===== src/rtl/munoc_axi2ahb_slave_bridge.sv =====
// rtl/munoc_axi2ahb_slave_bridge.sv - AXI slave to single-beat AHB initiator bridge (option: MUNOC_AXI2AHB_ERROR_RESPONSE_EN)
module munoc_axi2ahb_slave_bridge #(
    parameter int BW_ADDR    = 32,
    parameter int BW_DATA    = 32,
    parameter int BW_AXI_TID = 4
) (
    input  logic                    clk,
    input  logic                    rstnn,

    input  logic [BW_AXI_TID-1:0]   rxawid,
    input  logic [BW_ADDR-1:0]      rxawaddr,
    input  logic [7:0]              rxawlen,
    input  logic [2:0]              rxawsize,
    input  logic [1:0]              rxawburst,
    input  logic                    rxawvalid,
    output logic                    rxawready,

    input  logic [BW_DATA-1:0]      rxwdata,
    input  logic [BW_DATA/8-1:0]    rxwstrb,
    input  logic                    rxwlast,
    input  logic                    rxwvalid,
    output logic                    rxwready,

    output logic [BW_AXI_TID-1:0]   rxbid,
    output logic [1:0]              rxbresp,
    output logic                    rxbvalid,
    input  logic                    rxbready,

    input  logic [BW_AXI_TID-1:0]   rxarid,
    input  logic [BW_ADDR-1:0]      rxaraddr,
    input  logic [7:0]              rxarlen,
    input  logic [2:0]              rxarsize,
    input  logic [1:0]              rxarburst,
    input  logic                    rxarvalid,
    output logic                    rxarready,

    output logic [BW_AXI_TID-1:0]   rxrid,
    output logic [BW_DATA-1:0]      rxrdata,
    output logic [1:0]              rxrresp,
    output logic                    rxrlast,
    output logic                    rxrvalid,
    input  logic                    rxrready,

    output logic [BW_ADDR-1:0]      shaddr,
    output logic [2:0]              shburst,
    output logic                    shmasterlock,
    output logic [3:0]              shprot,
    output logic [2:0]              shsize,
    output logic [1:0]              shtrans,
    output logic [BW_DATA-1:0]      shwdata,
    output logic                    shwrite,

    input  logic [BW_DATA-1:0]      shrdata,
    input  logic                    shready,
    input  logic                    shresp
);

    localparam logic [1:0] HTRANS_IDLE   = 2'b00;
    localparam logic [1:0] HTRANS_NONSEQ = 2'b10;
    localparam logic [1:0] BURST_FIXED   = 2'b00;
    localparam logic [1:0] RESP_OKAY     = 2'b00;
    localparam logic [1:0] RESP_SLVERR   = 2'b10;

    typedef enum logic [2:0] {
        IDLE,
        WADDR,
        WDATA,
        WRESP,
        RADDR,
        RDATA,
        RRESP
    } state_t;

    state_t state;
    state_t state_next;

    logic                  prio_read;
    logic [BW_AXI_TID-1:0] id_q;
    logic [BW_ADDR-1:0]    addr_q;
    logic [7:0]            cnt_q;
    logic [2:0]            size_q;
    logic [1:0]            burst_q;
    logic                  err_q;
    logic [BW_DATA-1:0]    wdata_q;
    logic [BW_DATA-1:0]    rdata_q;
    logic [1:0]            rresp_q;

    logic                  grant_aw;
    logic                  grant_ar;
    logic                  w_hs;
    logic                  b_hs;
    logic                  r_hs;
    logic                  wbeat_done;
    logic                  rbeat_done;
    logic                  last_beat;
    logic                  beat_err;
    logic [BW_ADDR-1:0]    addr_next;
    logic                  unused_inputs;

`ifdef MUNOC_AXI2AHB_ERROR_RESPONSE_EN
    assign beat_err      = shresp;
    assign unused_inputs = ^{rxwstrb, rxwlast};
`else
    assign beat_err      = 1'b0;
    assign unused_inputs = ^{rxwstrb, rxwlast, shresp};
`endif

    // Grant one request channel in IDLE; a tie goes to the side the priority bit favours.
    // Gated by rstnn so no ready leaks out while reset is held.
    always_comb begin
        grant_aw = 1'b0;
        grant_ar = 1'b0;
        if (rstnn && state == IDLE) begin
            if (rxawvalid && rxarvalid) begin
                grant_aw = ~prio_read;
                grant_ar = prio_read;
            end else begin
                grant_aw = rxawvalid;
                grant_ar = rxarvalid;
            end
        end
    end

    assign w_hs       = (state == WADDR) && rxwvalid;
    assign b_hs       = (state == WRESP) && rxbready;
    assign r_hs       = (state == RRESP) && rxrready;
    assign wbeat_done = (state == WDATA) && shready;
    assign rbeat_done = (state == RDATA) && shready;
    assign last_beat  = (cnt_q == 8'd0);
    assign addr_next  = (burst_q == BURST_FIXED) ? addr_q : addr_q + (BW_ADDR'(1) << size_q);

    assign rxawready  = grant_aw;
    assign rxarready  = grant_ar;
    assign rxwready   = w_hs;

    assign rxbvalid   = (state == WRESP);
    assign rxbid      = id_q;
    assign rxbresp    = err_q ? RESP_SLVERR : RESP_OKAY;

    assign rxrvalid   = (state == RRESP);
    assign rxrid      = id_q;
    assign rxrdata    = rdata_q;
    assign rxrresp    = rresp_q;
    assign rxrlast    = (state == RRESP) && last_beat;

    // Address phase only in the W-handshake cycle of WADDR or in RADDR; data phases show IDLE.
    assign shtrans      = (w_hs || state == RADDR) ? HTRANS_NONSEQ : HTRANS_IDLE;
    assign shwrite      = (state == WADDR) || (state == WDATA);
    assign shaddr       = addr_q;
    assign shwdata      = wdata_q;
    assign shsize       = size_q;
    assign shburst      = 3'b000;
    assign shprot       = 4'b0011;
    assign shmasterlock = 1'b0;

    // State register.
    always_ff @(posedge clk or negedge rstnn) begin
        if (!rstnn) begin
            state <= IDLE;
        end else begin
            state <= state_next;
        end
    end

    // Next-state: one AHB beat at a time, beat counter decides when the burst ends.
    always_comb begin
        state_next = state;
        case (state)
            IDLE: begin
                if (grant_aw) begin
                    state_next = WADDR;
                end else if (grant_ar) begin
                    state_next = RADDR;
                end
            end
            WADDR: begin
                if (w_hs) begin
                    state_next = WDATA;
                end
            end
            WDATA: begin
                if (shready) begin
                    state_next = last_beat ? WRESP : WADDR;
                end
            end
            WRESP: begin
                if (rxbready) begin
                    state_next = IDLE;
                end
            end
            RADDR: begin
                state_next = RDATA;
            end
            RDATA: begin
                if (shready) begin
                    state_next = RRESP;
                end
            end
            RRESP: begin
                if (rxrready) begin
                    state_next = last_beat ? IDLE : RADDR;
                end
            end
            default: begin
                state_next = IDLE;
            end
        endcase
    end

    // Transaction context, beat data and arbitration priority.
    always_ff @(posedge clk or negedge rstnn) begin
        if (!rstnn) begin
            prio_read <= 1'b0;
            id_q      <= '0;
            addr_q    <= '0;
            cnt_q     <= '0;
            size_q    <= '0;
            burst_q   <= '0;
            err_q     <= 1'b0;
            wdata_q   <= '0;
            rdata_q   <= '0;
            rresp_q   <= RESP_OKAY;
        end else begin
            if (grant_aw) begin
                id_q    <= rxawid;
                addr_q  <= rxawaddr;
                cnt_q   <= rxawlen;
                size_q  <= rxawsize;
                burst_q <= rxawburst;
                err_q   <= 1'b0;
            end else if (grant_ar) begin
                id_q    <= rxarid;
                addr_q  <= rxaraddr;
                cnt_q   <= rxarlen;
                size_q  <= rxarsize;
                burst_q <= rxarburst;
                err_q   <= 1'b0;
            end

            if (w_hs) begin
                wdata_q <= rxwdata;
            end

            if (wbeat_done) begin
                if (beat_err) begin
                    err_q <= 1'b1;
                end
                if (!last_beat) begin
                    cnt_q  <= cnt_q - 8'd1;
                    addr_q <= addr_next;
                end
            end

            if (rbeat_done) begin
                rdata_q <= shrdata;
                rresp_q <= beat_err ? RESP_SLVERR : RESP_OKAY;
            end

            if (r_hs && !last_beat) begin
                cnt_q  <= cnt_q - 8'd1;
                addr_q <= addr_next;
            end

            if (b_hs || (r_hs && last_beat)) begin
                prio_read <= ~prio_read;
            end
        end
    end

endmodule


===== config.mk =====
export PLATFORM = sky130hd
export DESIGN_NAME = munoc_axi2ahb_slave_bridge
export DESIGN_NICKNAME = d
export VERILOG_FILES = /design/src/rtl/munoc_axi2ahb_slave_bridge.sv
export SDC_FILE = /design/constraint.sdc
export NUM_CORES = 1
export LEC_CHECK = 0
export CORE_AREA = 5 5 127 129
export DETAILED_ROUTE_END_ITERATION = 8
export DIE_AREA = 0 0 132 134
export PLACE_DENSITY = 0.85
export SETUP_SLACK_MARGIN = 0.05
export SLEW_MARGIN = 20
export SYNTH_ARGS = -nofsm -noshare
export SYNTH_HDL_FRONTEND = slang
export SYNTH_SLANG_ARGS = --single-unit
export TNS_END_PERCENT = 20

===== constraint.sdc =====
create_clock -name clk -period 6.7 [get_ports clk]
set_clock_uncertainty 0.1 [all_clocks]
set_input_delay 1.005 -clock clk [delete_from_list [all_inputs] [get_ports clk]]
set_output_delay 1.005 -clock clk [all_outputs]
set_load 0.1 [all_outputs]

==> results.cfg <==
[run_status]
status = finished, final reports clean

[placement]
place_hpwl_um = 16600
numPortBuffers = 284
place_inst = 1058
weighted_congestion_reported_at_the_end_of_routability_driven_placement = 0.956

[global_route]
grt_pass1_vias = 6531
globalRoute.totalOverflow = 0
grt_util_all_layers = 0.250
grt_start_max_net_pins = 50
global_route_wire_length_before_repair_um = 35300
initial_antenna_violation_count = 0

[synth]
postSynthRegisterBits = 117
count_of_flip_flops_with_a_built_in_enable_after_synthesis = 0
asyncSetResetFlopFracSynth = 1.00
synth.cell_area_mm2 = 0.00653
synth_top_flop_cell = dfrtp_1
synth.lib_cells_used.distinct = 71
synth_area_per_cell_um2 = 10.5
syn-instance-count = 620
yosysWarningCount = 0
register_area_share_after_synthesis = 0.448

[cts]
cts_tree = yes
cts-root-buf = clkbuf_16
insertion_delay_ps = 410
postCtsSetupBuffers = 0
post_cts_resized = 0
clkSinkCount = 117
clkTransAtPathRegs_ps = 50
cts.path.max_buffers = 2
hold_fix_buffers_at_cts = 0
cts_inserted_buffers = 17
cts-htree-levels = 4

[final_layout]
layout_cells_sized_above_1 = 0.133
fillerInstances = 1160
count_of_inserted_antenna_diode_cells = 0
count_of_nets_after_finishing = 1075
areaGrowthSynthToFinish_pct = 53.4
final_cells = 1088

[sta]
fin_setup_tns_ps = 0
finalMaxSlewViolations = 0
hold_viol_final = 0
timing.max_slew.rel_slack = 0.290
worstMarginPinSlew_ps = 1060
clock.fmax_mhz = 224
fraction_of_the_cycle_the_final_worst_path_needs = 0.667
final-setup-viol-count = 0
setup_repair_after_global_routing_missed_its_margin = no
post-route-min-period_ps = 4470

[setup_path]
endpoint_kind = output pin
worst_path_most_repeated_cell = buf_4
worst_path_dominant_cell_family = buffers and inverters
cp_data_required_time_ps = 5590
cp.buffers_inverters = 4
worstPathCellList = clkdlybuf4s50_1, a21boi_1, nand2_1, inv_2, buf_4, buf_4
crit_type = input port to output pin
worstSetupStartpointType = input port
cp.arrival_ps = 3370
critPathMaxStageDelay_ps = 550
worst_path_max_delay_cell = clkdlybuf4s50_1
critPathMaxFanout = 39

[floorplan]
fp-row-count = 45
floorplan.initialDensity = 0.438
chipHeight_um = 134
die_area_mm2 = 0.0177
core_mm2 = 0.0149
chipWidth_um = 132
top_level_ports = 304

[detailed_routing]
route.detailed.wl_per_inst_um = 20.3
drt_iter0_markers = 514
num_vias = 6244
final_antenna_net_count = 0
wirelength_um = 22100
drt-vias-per-instance = 5.74
drt-pass1-iter-count = 5
drcViolationCount = 0

[job]
maxCapViolCount = 0

[worst_hold_path]
min-delay-path-class = flop to flop
[synth_stat cells (14+ instances only)]
library cell  number  area [um^2]
nor3_1            15         75.1
a22o_1            14          123
nand3_1           16         80.1
a21oi_1           16         80.1
dfrtp_1          117         2930
mux2_2            64          721
nand2_1           39          146
nor2_1            38          143
buf_4             19          143
o21ai_0           22          110
buf_2             23          115
a22oi_1           19          143
[cells by family after synthesis]
kind of cell | count (synthesis) | synth area share
compound gates | 160 | 0.180
fa+ha+maj | 10 | 0.0203
simple gates | 175 | 0.147
flops | 117 | 0.448
other cells | 2 | 0.00115
xor+xnor | 14 | 0.0188
mux | 78 | 0.132
buf+inv | 64 | 0.0521
[layout by cell type (no fill, tap or decap), drive strengths merged, types with 13 or more instances in the layout]
cell type / count
conb: 13
a211o: 13
mux2i: 13
nand2: 39
a22oi: 19
nor3: 17
clkdlybuf4s50: 281
a22o: 14
nand3: 17
clkbuf: 19
nor2: 39
a21oi: 16
mux2: 65
dfrtp: 117
o21ai: 30
[stage by stage]
stage / setup slack (ps) / instance area, um^2 / hold WS [ps] / util
after floorplan: 3010 / 6570 / 359 / -
after global placement: 2220 / 9430 / 381 / 0.632
after detailed placement: 2220 / 9430 / 384 / 0.632
after CTS: 2210 / 10000 / 391 / 0.672
after global routing: 2050 / 10000 / 409 / 0.672
final: 2230 / 10000 / 397 / 0.672
[worst paths after layout]
path	slack [ps]	start	end	cells after the start
worst max-delay path	2230	rxarvalid	rxawready	6
worst min-delay path	400	prio_read	prio_read	1
worst max register to register	3430	state[2]	shaddr[0]	6
worst min register to register	400	prio_read	prio_read	1
max in group asynchronous	4500	rstnn	burst_q[0]	3
min in group asynchronous	450	rstnn	rxrdata[30]	1
[worst register-to-register path, cell delays in order (launching register included)]
cell	delay [ps]
dfrtp_1	670
mux2_1	380
nand3_1	390
nand2b_1	710
buf_4	340
o21ai_1	160
a221o_1	410
[sequential cells by signal, summed over array words and instances, names as in the netlist]
| register | cells |
|---|---|
| state | 3 |
| prio_read | 1 |
| shwdata | 32 |
| cnt_q | 8 |
| shaddr | 32 |
| rxbid | 4 |
| burst_q | 2 |
| shsize | 3 |
| rxrdata | 32 |
[layer usage]
layer	global-route usage	up-vias	share of wire
met2	0.421	340	0.50
met4	0.105	0	0.032
met3	0.108	58	0.11
met1	0.277	2989	0.36
met5	0	-	0
li1	-	2857	-
[final cells by class]
class,count,area (um^2),area share
multi-input combinational,450,3320,0.331
sequential,117,2930,0.292
timing repair buffer,293,2900,0.290
clock buffer,19,443,0.0442
tap,188,235,0.0235
clock inverter,11,154,0.0154
inverter,10,37.5,0.00375
Power is left out: the tool's default activity adds up to more than one toggle a clock period on the data nets, which glitch-free logic cannot reach.
